<file path="config.mk">
export PLATFORM = sky130hd
export DESIGN_NAME = gte_microcode_sequencer_flat
export DESIGN_NICKNAME = d
export VERILOG_FILES = /design/src/rtl/gte_microcode_sequencer_pkg.sv /design/src/rtl/gte_microcode_sequencer_if.sv /design/src/rtl/gte_microcode_sequencer_start_pc_rom.sv /design/src/rtl/gte_microcode_sequencer.sv /design/src/flat_wrapper.sv
export SDC_FILE = /design/constraint.sdc
export NUM_CORES = 1
export LEC_CHECK = 0
export BUFFER_PORTS_ARGS = -buffer_cell sky130_fd_sc_hd__buf_4
export CELL_PAD_IN_SITES_DETAIL_PLACEMENT = 1
export CELL_PAD_IN_SITES_GLOBAL_PLACEMENT = 1
export CORE_MARGIN = 2
export CORE_UTILIZATION = 44
export DETAILED_ROUTE_END_ITERATION = 12
export GPL_ROUTABILITY_DRIVEN = 0
export PLACE_DENSITY_LB_ADDON = 0.1
export SLEW_MARGIN = 20
export SYNTH_ARGS = -nofsm -noshare
export SYNTH_HDL_FRONTEND = slang
export SYNTH_HIERARCHICAL = 1
export SYNTH_SLANG_ARGS = --single-unit
</file>
<file path="constraint.sdc">
create_clock -name i_clk -period 4.21 [get_ports i_clk]
set_input_delay 0.2105 -clock i_clk [delete_from_list [all_inputs] [get_ports i_clk]]
set_output_delay 0.2105 -clock i_clk [all_outputs]
set_load 0.05 [all_outputs]
</file>
<file path="src/rtl/gte_microcode_sequencer_pkg.sv">
// gte_microcode_sequencer_pkg
// Shared definitions for the GTE microcode sequencer: sequencer state enum,
// GTE opcode constants and the opcode -> microcode start-PC table.
// The start-PC table is generated together with the microcode ROM image, so
// every non-zero entry points at the first word of that opcode's routine.
// An entry of 0 marks an unimplemented opcode (ROM word 0 is the NOP).
package gte_microcode_sequencer_pkg;

  typedef logic [5:0] opcode_t;
  typedef logic [8:0] upc_t;

  typedef enum logic {
    ST_IDLE,
    ST_RUN
  } seq_state_t;

  localparam opcode_t GTE_OP_RTPS  = 6'h01;
  localparam opcode_t GTE_OP_NCLIP = 6'h06;
  localparam opcode_t GTE_OP_OP    = 6'h0C;
  localparam opcode_t GTE_OP_DPCS  = 6'h10;
  localparam opcode_t GTE_OP_MVMVA = 6'h12;
  localparam opcode_t GTE_OP_CDP   = 6'h14;
  localparam opcode_t GTE_OP_NCDT  = 6'h16;
  localparam opcode_t GTE_OP_NCS   = 6'h1E;
  localparam opcode_t GTE_OP_SQR   = 6'h28;
  localparam opcode_t GTE_OP_AVSZ3 = 6'h2D;
  localparam opcode_t GTE_OP_RTPT  = 6'h30;
  localparam opcode_t GTE_OP_GPL   = 6'h3E;

  function automatic upc_t gte_start_pc(opcode_t op);
    upc_t pc;
    case (op)
      GTE_OP_RTPS:  pc = 9'h010;
      GTE_OP_NCLIP: pc = 9'h020;
      GTE_OP_OP:    pc = 9'h028;
      GTE_OP_DPCS:  pc = 9'h030;
      GTE_OP_MVMVA: pc = 9'h040;
      GTE_OP_CDP:   pc = 9'h050;
      GTE_OP_NCDT:  pc = 9'h060;
      GTE_OP_NCS:   pc = 9'h110;
      GTE_OP_SQR:   pc = 9'h120;
      GTE_OP_AVSZ3: pc = 9'h138;
      GTE_OP_RTPT:  pc = 9'h148;
      GTE_OP_GPL:   pc = 9'h1F8;
      default:      pc = '0;
    endcase
    return pc;
  endfunction

endpackage

</file>
<file path="src/rtl/gte_microcode_sequencer_if.sv">
// gte_microcode_sequencer_if
// Command / microcode-ROM bundle between the CPU-side command port, the
// datapath and the sequencer.
//   i_run, i_instr   : command request and opcode
//   o_ready          : sequencer can take a command this cycle
//   i_stall          : datapath hold request
//   i_lastInstr      : lastInstr flag of the ROM word at o_PC
//   o_PC             : microcode ROM address
//   o_isNewInstr     : first step of a command
//   o_instr          : opcode of the running command
//   o_busy           : a command is executing
//   o_done/o_illegal/o_timeout : one-cycle completion pulses
// master = command/datapath side, slave = sequencer.
interface gte_microcode_sequencer_if;
  import gte_microcode_sequencer_pkg::*;

  logic    i_run;
  opcode_t i_instr;
  logic    o_ready;
  logic    i_stall;
  logic    i_lastInstr;
  upc_t    o_PC;
  logic    o_isNewInstr;
  opcode_t o_instr;
  logic    o_busy;
  logic    o_done;
  logic    o_illegal;
  logic    o_timeout;

  modport master (
    output i_run, i_instr, i_stall, i_lastInstr,
    input  o_ready, o_PC, o_isNewInstr, o_instr, o_busy, o_done, o_illegal, o_timeout
  );

  modport slave (
    input  i_run, i_instr, i_stall, i_lastInstr,
    output o_ready, o_PC, o_isNewInstr, o_instr, o_busy, o_done, o_illegal, o_timeout
  );

endinterface

</file>
<file path="src/rtl/gte_microcode_sequencer_start_pc_rom.sv">
// gte_start_pc_rom
// Combinational opcode -> microcode start-PC lookup.
//   i_op       : 6-bit GTE opcode
//   o_start_pc : 9-bit start address, 0 for an unimplemented opcode
module gte_start_pc_rom
  import gte_microcode_sequencer_pkg::*;
(
  input  opcode_t i_op,
  output upc_t    o_start_pc
);

  always_comb begin
    o_start_pc = gte_start_pc(i_op);
  end

endmodule

</file>
<file path="src/rtl/gte_microcode_sequencer.sv">
// gte_microcode_sequencer
// Drives the GTE microcode ROM program counter. A command is looked up in the
// start-PC table, then the PC steps once per non-stalled cycle until the ROM
// flags the last word. A one-deep pending slot lets the next command queue up
// behind the running one; a step-count watchdog aborts runaway routines.
//   i_clk : clock
//   i_rst : asynchronous active-high reset
//   bus   : command / ROM bundle (slave side)
// Parameter WATCHDOG_MAX (2..511): step limit per command before abort.
module gte_microcode_sequencer
  import gte_microcode_sequencer_pkg::*;
#(
  parameter int unsigned WATCHDOG_MAX = 255
) (
  input  logic                       i_clk,
  input  logic                       i_rst,
  gte_microcode_sequencer_if.slave   bus
);

  seq_state_t state_q, state_d;
  upc_t       pc_q, pc_d;
  logic       is_new_q, is_new_d;
  opcode_t    instr_q, instr_d;
  logic       pend_valid_q, pend_valid_d;
  opcode_t    pend_instr_q, pend_instr_d;
  logic [8:0] step_q, step_d;
  logic       done_q, done_d;
  logic       illegal_q, illegal_d;
  logic       timeout_q, timeout_d;

  logic       ready;
  logic       accept;
  logic       finish;
  opcode_t    lookup_op;
  upc_t       start_pc;

  // While running, a queued command has priority for the lookup; otherwise
  // the incoming opcode is looked up (this covers the completion bypass).
  always_comb begin
    lookup_op = (state_q == ST_RUN && pend_valid_q) ? pend_instr_q : bus.i_instr;
  end

  gte_start_pc_rom u_start_pc_rom (
    .i_op       (lookup_op),
    .o_start_pc (start_pc)
  );

  always_ff @(posedge i_clk or posedge i_rst) begin
    if (i_rst) begin
      state_q      <= ST_IDLE;
      pc_q         <= '0;
      is_new_q     <= 1'b0;
      instr_q      <= '0;
      pend_valid_q <= 1'b0;
      pend_instr_q <= '0;
      step_q       <= '0;
      done_q       <= 1'b0;
      illegal_q    <= 1'b0;
      timeout_q    <= 1'b0;
    end else begin
      state_q      <= state_d;
      pc_q         <= pc_d;
      is_new_q     <= is_new_d;
      instr_q      <= instr_d;
      pend_valid_q <= pend_valid_d;
      pend_instr_q <= pend_instr_d;
      step_q       <= step_d;
      done_q       <= done_d;
      illegal_q    <= illegal_d;
      timeout_q    <= timeout_d;
    end
  end

  always_comb begin
    state_d      = state_q;
    pc_d         = pc_q;
    is_new_d     = is_new_q;
    instr_d      = instr_q;
    pend_valid_d = pend_valid_q;
    pend_instr_d = pend_instr_q;
    step_d       = step_q;
    done_d       = 1'b0;
    illegal_d    = 1'b0;
    timeout_d    = 1'b0;
    finish       = 1'b0;
    accept       = bus.i_run && ready;

    unique case (state_q)
      ST_IDLE: begin
        // A slot occupied in IDLE can only hold an illegal opcode left behind
        // by the previous command; it retires here, one cycle after that
        // command's own done pulse.
        if (pend_valid_q) begin
          done_d       = 1'b1;
          illegal_d    = 1'b1;
          pend_valid_d = 1'b0;
        end
        if (accept) begin
          if (start_pc != '0) begin
            state_d  = ST_RUN;
            pc_d     = start_pc;
            is_new_d = 1'b1;
            instr_d  = bus.i_instr;
            step_d   = '0;
          end else if (pend_valid_q) begin
            // Retirement pulse already claimed this cycle: queue behind it.
            pend_valid_d = 1'b1;
            pend_instr_d = bus.i_instr;
          end else begin
            done_d    = 1'b1;
            illegal_d = 1'b1;
          end
        end
      end

      ST_RUN: begin
        if (accept) begin
          pend_valid_d = 1'b1;
          pend_instr_d = bus.i_instr;
        end
        if (!bus.i_stall) begin
          finish = bus.i_lastInstr || (step_q + 9'd1 == 9'(WATCHDOG_MAX));
          if (!finish) begin
            pc_d     = pc_q + 9'd1;
            is_new_d = 1'b0;
            step_d   = step_q + 9'd1;
          end else begin
            done_d    = 1'b1;
            timeout_d = !bus.i_lastInstr;
            state_d   = ST_IDLE;
            pc_d      = '0;
            is_new_d  = 1'b0;
            // Successor is either the slot or a same-cycle accept (bypass).
            // An illegal successor stays in the slot and retires from IDLE.
            if ((pend_valid_q || accept) && start_pc != '0) begin
              state_d      = ST_RUN;
              pc_d         = start_pc;
              is_new_d     = 1'b1;
              instr_d      = lookup_op;
              step_d       = '0;
              pend_valid_d = 1'b0;
            end
          end
        end
      end

      default: ;
    endcase
  end

  always_comb begin
    ready            = (state_q == ST_IDLE) || !pend_valid_q;
    bus.o_ready      = ready;
    bus.o_busy       = (state_q == ST_RUN);
    bus.o_PC         = pc_q;
    bus.o_isNewInstr = is_new_q;
    bus.o_instr      = instr_q;
    bus.o_done       = done_q;
    bus.o_illegal    = illegal_q;
    bus.o_timeout    = timeout_q;
  end

endmodule
</file>
<file path="src/flat_wrapper.sv">
// flat-port wrapper written by rule: the top's interface ports become plain ports
module gte_microcode_sequencer_flat import gte_microcode_sequencer_pkg::*;
#(
  parameter int unsigned WATCHDOG_MAX = 255
)
  (i_clk, i_rst, bus_i_run, bus_i_instr, bus_i_stall, bus_i_lastInstr, bus_o_ready, bus_o_PC, bus_o_isNewInstr, bus_o_instr, bus_o_busy, bus_o_done, bus_o_illegal, bus_o_timeout);
  gte_microcode_sequencer_if bus_i ();
  input  logic i_clk;
  input  logic i_rst;
  input wire logic [$bits(bus_i.i_run)-1:0] bus_i_run;
  input wire logic [$bits(bus_i.i_instr)-1:0] bus_i_instr;
  input wire logic [$bits(bus_i.i_stall)-1:0] bus_i_stall;
  input wire logic [$bits(bus_i.i_lastInstr)-1:0] bus_i_lastInstr;
  output wire logic [$bits(bus_i.o_ready)-1:0] bus_o_ready;
  output wire logic [$bits(bus_i.o_PC)-1:0] bus_o_PC;
  output wire logic [$bits(bus_i.o_isNewInstr)-1:0] bus_o_isNewInstr;
  output wire logic [$bits(bus_i.o_instr)-1:0] bus_o_instr;
  output wire logic [$bits(bus_i.o_busy)-1:0] bus_o_busy;
  output wire logic [$bits(bus_i.o_done)-1:0] bus_o_done;
  output wire logic [$bits(bus_i.o_illegal)-1:0] bus_o_illegal;
  output wire logic [$bits(bus_i.o_timeout)-1:0] bus_o_timeout;
  assign bus_i.i_run = bus_i_run;
  assign bus_i.i_instr = bus_i_instr;
  assign bus_i.i_stall = bus_i_stall;
  assign bus_i.i_lastInstr = bus_i_lastInstr;
  assign bus_o_ready = bus_i.o_ready;
  assign bus_o_PC = bus_i.o_PC;
  assign bus_o_isNewInstr = bus_i.o_isNewInstr;
  assign bus_o_instr = bus_i.o_instr;
  assign bus_o_busy = bus_i.o_busy;
  assign bus_o_done = bus_i.o_done;
  assign bus_o_illegal = bus_i.o_illegal;
  assign bus_o_timeout = bus_i.o_timeout;
  gte_microcode_sequencer #(.WATCHDOG_MAX(WATCHDOG_MAX)) u_core (.i_clk(i_clk), .i_rst(i_rst), .bus(bus_i));
endmodule
</file>
After elaboration in Yosys (flattened, before gate mapping) --
Cells that the tools add are included.
Cells by class: add/subtract/negate cells 2, multiply operators 0, div/mod/pow operators 0, order comparisons 0, eq/ne operators 22, shift-type cells 0, muxes and demuxes 54, bitwise gates (word level) 1, reduce and logical (&&, ||, !) cells 13
Operators with widths (count):
- one-hot mux 9 bit (12 select lines) | 1
- 2-to-1 mux 9 bit | 10
- 2-to-1 mux 6 bit | 10
- one-hot mux 9 bit (2 select lines) | 2
- == test 6 x 5 -> 1 bit, second input constant | 5
- 2-to-1 mux 1 bit | 25
- == test 6 bit, second input constant | 4
- one-hot mux 6 bit (2 select lines) | 2
- adder 9 x 1 -> 9 bit, second input constant | 2
- != test 2 bit, second input constant | 5
- == test 9 x 8 -> 1 bit, second input constant | 1
- nonzero test 9 bit | 1
- one-hot mux 1 bit (2 select lines) | 4
- AND reduction 4 bit | 2
- == test 6 x 1 -> 1 bit, second input constant | 1
- == test 6 x 3 -> 1 bit, second input constant | 1
- == test 6 x 4 -> 1 bit, second input constant | 1
- != test 2 x 1 -> 1 bit, second input constant | 3
- AND reduction 5 bit | 1
- logical AND 1 bit | 3
- logical OR 1 bit | 3
- != test 3 bit, second input constant | 1
- AND reduction 3 bit | 1
- logical NOT 1 bit | 2
- NOT 1 bit | 1
Word-level totals: flip-flop bits (word level) 36, bits in latches 0, memory bits (writable) 0, bits in read-only memories 0, input port bits 11, logic and storage cells 102, memories 0

Longest topological paths before layout --
word-level depth 10, mapped depth 15, mapped depth without buffers 12

Modules after synthesis --
The synthesis kept the hierarchy.
By module, submodules not included:
- gte_microcode_sequencer | instances 1, cells each 209, area an instance 2059.5 um^2, seq. area each 900.9 um^2
- gte_start_pc_rom | instances 1, cells each 45, area an instance 330.3 um^2, seq. area each 0.0 um^2

Least setup slack after synthesis --
No wires, ideal clock.
path kind reg2reg, from register u_core.state_q, in the netlist u_core/bus.o_busy, to register u_core.pend_instr_q[0], arrival 4.000 ns, required time 4.085 ns, slack 0.085 ns, stages on the path, launching flop included 14, path buffers 2, cells stage by stage dfrtp_1 -> clkbuf_1 -> nand2_1 -> mux2_2 -> buf_6 -> and4_4 -> o311ai_1 -> nand3_1 -> nor4_1 -> nand2_1 -> nor4_2 -> nand3_1 -> a21oi_2 -> mux2_2
Between the ends: elaborated cells between the ends (all ways) 25, those cells by class 16 x eq/ne; 3 x mux; 1 x bitwise; 5 x reduce/logical
RTL lines:
- from (decl) | RTL line gte_microcode_sequencer.sv:20 | seq_state_t state_q, state_d;
- from (signal assigned) | RTL line gte_microcode_sequencer.sv:61 | state_q <= state_d;
- NOT 1 bit (*) | RTL line gte_microcode_sequencer.sv:152 | ready = (state_q == ST_IDLE) || !pend_valid_q;
- logical OR 1 bit (*) | RTL line gte_microcode_sequencer.sv:152
- via bus_o_ready | RTL line flat_wrapper.sv:14 | output wire logic [$bits(bus_i.o_ready)-1:0] bus_o_ready;
- logical AND 1 bit (*) | RTL line gte_microcode_sequencer.sv:86 | accept = bus.i_run && ready;
- != test 2 bit (no line) / != test 2 x 1 -> 1 bit (equally long branches)
- AND reduction 4 bit (no line) (*)
- to (signal assigned) | RTL line gte_microcode_sequencer.sv:66 | pend_instr_q <= pend_instr_d;
- to (decl) | RTL line gte_microcode_sequencer.sv:25 | opcode_t pend_instr_q, pend_instr_d;
Mark *: on every way through the listed nets, which the timed path passes. The rest lies on a longest branch. A chain may end at the register's enable or synchronous reset.

Worst setup path after layout --
from register u_core.state_q, in the netlist u_core/bus.o_busy, to register u_core.pend_instr_q[0]
Between the ends: word-level cells in the longest chain between the ends 7, elaborated cells between the ends (all ways) 25, those cells by class 16 x eq/ne; 3 x mux; 1 x bitwise; 5 x reduce/logical
RTL lines:
- logical AND 1 bit (*) | RTL line gte_microcode_sequencer.sv:40 | lookup_op = (state_q == ST_RUN && pend_valid_q) ? pend_instr_q : bus.i_instr;
- 2-to-1 mux 6 bit (*) | RTL line gte_microcode_sequencer.sv:40
- via u_core.lookup_op[3] | RTL line gte_microcode_sequencer.sv:34 | opcode_t lookup_op;
- == test 6 bit (tied with other cells) | RTL line gte_microcode_sequencer_pkg.sv:32 | case (op)
- one-hot mux 9 bit (12 select lines) (*) | RTL line gte_microcode_sequencer_pkg.sv:32
- via u_core.start_pc[5] | RTL line gte_microcode_sequencer.sv:35 | upc_t start_pc;
- nonzero test 9 bit (*) | RTL line gte_microcode_sequencer.sv:99 | if (start_pc != '0) begin
- != test 2 bit (no line) (*)
- AND reduction 4 bit (no line) (*)
Marked as above.

==> flow_summary.rst <==
.. list-table::
   :header-rows: 1

   * - Metric
     - Value
   * - Number of clock sinks
     - 36
   * - Total global-route track usage
     - 22.5%
   * - Worst Setup Path Type
     - flop to flop
   * - Die Ht
     - 77.7 µm
   * - Filler cell count in the final layout
     - 613
   * - Unrepaired setup endpoints after global routing
     - false
   * - Area of placed instances
     - 2610 µm²
   * - Fin nets
     - 291
   * - Routed length per instance
     - 18.2 µm
   * - Area fraction of the dominant cell type after synthesis
     - 37.7%
   * - Vias in the first global route
     - 2052
   * - Count of max-cap constraint violations
     - 0
   * - Number of iterations in the first detailed-routing pass
     - 4
   * - Library cell with the largest summed area after synthesis
     - sky130_fd_sc_hd__dfrtp_1
   * - Endpoint required time on the critical path
     - 4.38 ns
   * - Fmax achieved
     - 266 MHz
   * - Worst Tran Pin Value
     - 0.773 ns
   * - Quantity of hold-fixing buffers added after cts
     - 0
   * - FF-to-FF path depth
     - 11
   * - Syn Area/Cell
     - 9.41 µm²
   * - Initial Util
     - 46.2%
   * - Proportion of synthesized flip-flops having asynchronous set or reset
     - 100%
   * - Yosys Warn Count
     - 6
   * - Area growth from synthesis to layout
     - 14.0%
   * - Post-synthesis cell count
     - 254
   * - Endpoint kind of the worst setup timing path
     - flop
   * - Placeable core region
     - 5170 µm²
   * - P per Cell Area
     - 656 nW/µm²
   * - Endpoint arrival time on the critical path
     - 3.94 ns
   * - Minimum clock period
     - 3.77 ns
   * - Root Buffer
     - sky130_fd_sc_hd__clkbuf_8
   * - Fraction of final layout cells sized beyond drive strength 1
     - 27.0%
   * - Hold Vio Cnt, Final
     - 0
   * - Status
     - complete, no violations
   * - Relative slew margins
     - 48.1%
   * - DIE AREA
     - 6040 µm²
   * - Worst-case clock skew
     - 0.0107 ns
   * - Remaining antenna violation count after routing
     - 0
   * - Pin count of the biggest net entering global routing
     - 37
   * - Skew-Pair Late Insertion Delay
     - 0.29 ns
   * - Reg-to-reg critical path endpoint
     - u_core/pend_instr_q[0]
   * - Estimated wirelength of the detail-placed design
     - 4.57 mm
   * - Clk pin slew, worst setup/hold paths
     - 0.08 ns
   * - H-tree levels
     - 2
   * - Boundary pin count
     - 32
   * - Via total after detailed routing
     - 2037
   * - Period utilization
     - 89.4%
   * - Count of flip-flops with a built-in enable after synthesis
     - 0
   * - Post-DR vias/cell
     - 5.85
   * - Number of violations reported at the end of detailed-routing iteration 0
     - 53
   * - Storage cell area
     - 901 µm²
   * - Internal reg-to-reg setup slack
     - 0.44 ns
   * - Die Span X
     - 77.7 µm
   * - Initial antenna violation count
     - 0
   * - Synth Register Bits
     - 36
   * - Startpoint of the lowest-slack register-to-register path
     - u_core/bus.o_busy
   * - Area of the multi-input gates
     - 1330 µm²
   * - Area of the mapped netlist
     - 2390 µm²
   * - Worst vdd rail ir drop
     - 0.313 mV
   * - Maximum buffer depth of the clock tree
     - 2
   * - Total Wirelength
     - 6.35 mm
   * - Final Setup Violations
     - 0
   * - Synth unique cells
     - 60
   * - Post-detailed-route DRC marker count
     - 0
   * - Worst-path fanout max
     - 15
   * - CTS tree
     - done
   * - Top area cells in the synthesized netlist
     - sky130_fd_sc_hd__dfrtp_1 (38%), sky130_fd_sc_hd__mux2_2 (5.7%), sky130_fd_sc_hd__mux2_4 (3.8%)
   * - Share of the yosys chip area belonging to registers
     - 37.7%
   * - Dominant synthesized flop cell
     - sky130_fd_sc_hd__dfrtp_1
   * - IO buf count
     - 31
   * - Std cell rows
     - 26
   * - Design Area, Final
     - 2730 µm²
   * - Worst Setup Start Kind
     - flop
   * - Congestion Overflow GR
     - 0
   * - Wire length of the first global-routing pass
     - 10.6 mm
   * - Antenna diodes
     - 0
   * - Static Leak
     - 1.20 nW
   * - Summed negative setup slack over all endpoints
     - 0 ns
   * - Type of the most critical hold path
     - input port to asynchronous set/reset pin
   * - CTS buffer count
     - 5
   * - Number of slew-limit violations in the final report
     - 0
[metrics by stage]
step	util [%]	hold slack, ns	total power [mW]	setup WS (ns)	cells
after floorplan	-	0.341	1.26	0.0854	256
after global placement	50.4	0.366	1.46	0.505	340
after detailed placement	50.4	0.380	1.48	0.305	340
after CTS	52.5	0.0497	1.80	0.266	348
after global routing	52.7	0.0745	1.90	0.121	348
final	52.7	0.0517	1.79	0.445	348
[critical path, cell delays in order, from the launching register on]
cell	delay, ns
sky130_fd_sc_hd__dfrtp_1	0.52
sky130_fd_sc_hd__nand2_1	0.31
sky130_fd_sc_hd__mux2_2	0.50
sky130_fd_sc_hd__and4_4	0.23
sky130_fd_sc_hd__o311ai_1	0.27
sky130_fd_sc_hd__nand3_1	0.16
sky130_fd_sc_hd__nor4_1	0.29
sky130_fd_sc_hd__nand2_1	0.13
sky130_fd_sc_hd__nor4_4	0.34
sky130_fd_sc_hd__nand3_1	0.16
sky130_fd_sc_hd__a21oi_2	0.36
sky130_fd_sc_hd__mux2_2	0.38
[how the worst max path moves through the flow]
stage,depth (start not counted),from,endpoint
floorplan,13,u_core/bus.o_busy,u_core/pend_instr_q[0]
global placement,11,u_core/bus.o_busy,u_core/pend_instr_q[4]
detailed placement,11,u_core/bus.o_busy,u_core/pend_instr_q[0]
CTS,11,u_core/bus.o_busy,u_core/pend_instr_q[0]
global route,11,u_core/bus.o_busy,u_core/pend_instr_q[1]
finish,11,u_core/bus.o_busy,u_core/pend_instr_q[0]
[sequential cells by signal, summed over array words and instances (netlist names)]
register and count:
u_core/bus.o_isNewInstr 1, u_core/pend_instr_q 6, u_core/bus.o_PC 9, u_core/bus.o_timeout 1
u_core/step_q 9, u_core/pend_valid_q 1, u_core/bus.o_done 1, u_core/bus.o_busy 1
u_core/bus.o_illegal 1, u_core/bus.o_instr 6
[per-layer routing]
metal | vias up | part of all wire (%) | global-route usage [%]
met3 | 2 | 3.0 | 4.30
met2 | 41 | 49 | 37.2
met5 | - | 0 | 0
met1 | 1025 | 47 | 30.5
li1 | 969 | - | -
met4 | 0 | 0.44 | 5.36
[cell usage in the layout (no fill, tap or decap), drive strengths merged, types with 4 or more instances in the layout]
master and instances:
o21ai 14, a221o 6, nor4 4, mux2i 4, inv 13, nand2 19
dfrtp 36, nor3 8, a21oi 17, nor3b 4, clkbuf 5, nor2 20
buf 33, and3 5, or3 4, mux2 18, nand3 13
[power by group]
group	leakage (nW)	internal [mW]	switching, mW
registers	0.455	0.452	0.104
clock network	0.0541	0.175	0.135
logic	0.692	0.338	0.584
[cells by family after synthesis]
group / share of synthesized area [%]
compound gates: 18.7
mux: 11.1
flops: 37.7
xor+xnor: 1.47
fa+ha+maj: 1.57
simple gates: 21.9
other cells: 0.157
buf+inv: 7.38
[what timing repair did]
item | 4_1_cts | 5_1_grt
endpoints found under the setup margin | 0 | 9
setup buffers | 0 | 0
gates resized for setup | 0 | 1
[Yosys cell counts (all sizes together) (4+ instances only)]
library cell  count
a21oi            17
a221o             6
and3              5
buf              17
dfrtp            36
inv              13
mux2             18
mux2i             4
nand2            19
nand3            13
nor2             20
nor3              8
nor3b             4
nor4              4
o21ai            14
or3               4
[area by class of cell]
| class | count | share of cell area (%) |
|---|---|---|
| inverter | 13 | 1.79 |
| clock inverter | 3 | 1.56 |
| clock buffer | 5 | 2.53 |
| tap | 70 | 3.21 |
| multi-input combinational | 188 | 48.8 |
| timing repair buffer | 33 | 9.09 |
| sequential | 36 | 33.1 |
No activity file was read; power rests on OpenSTA's default activity.
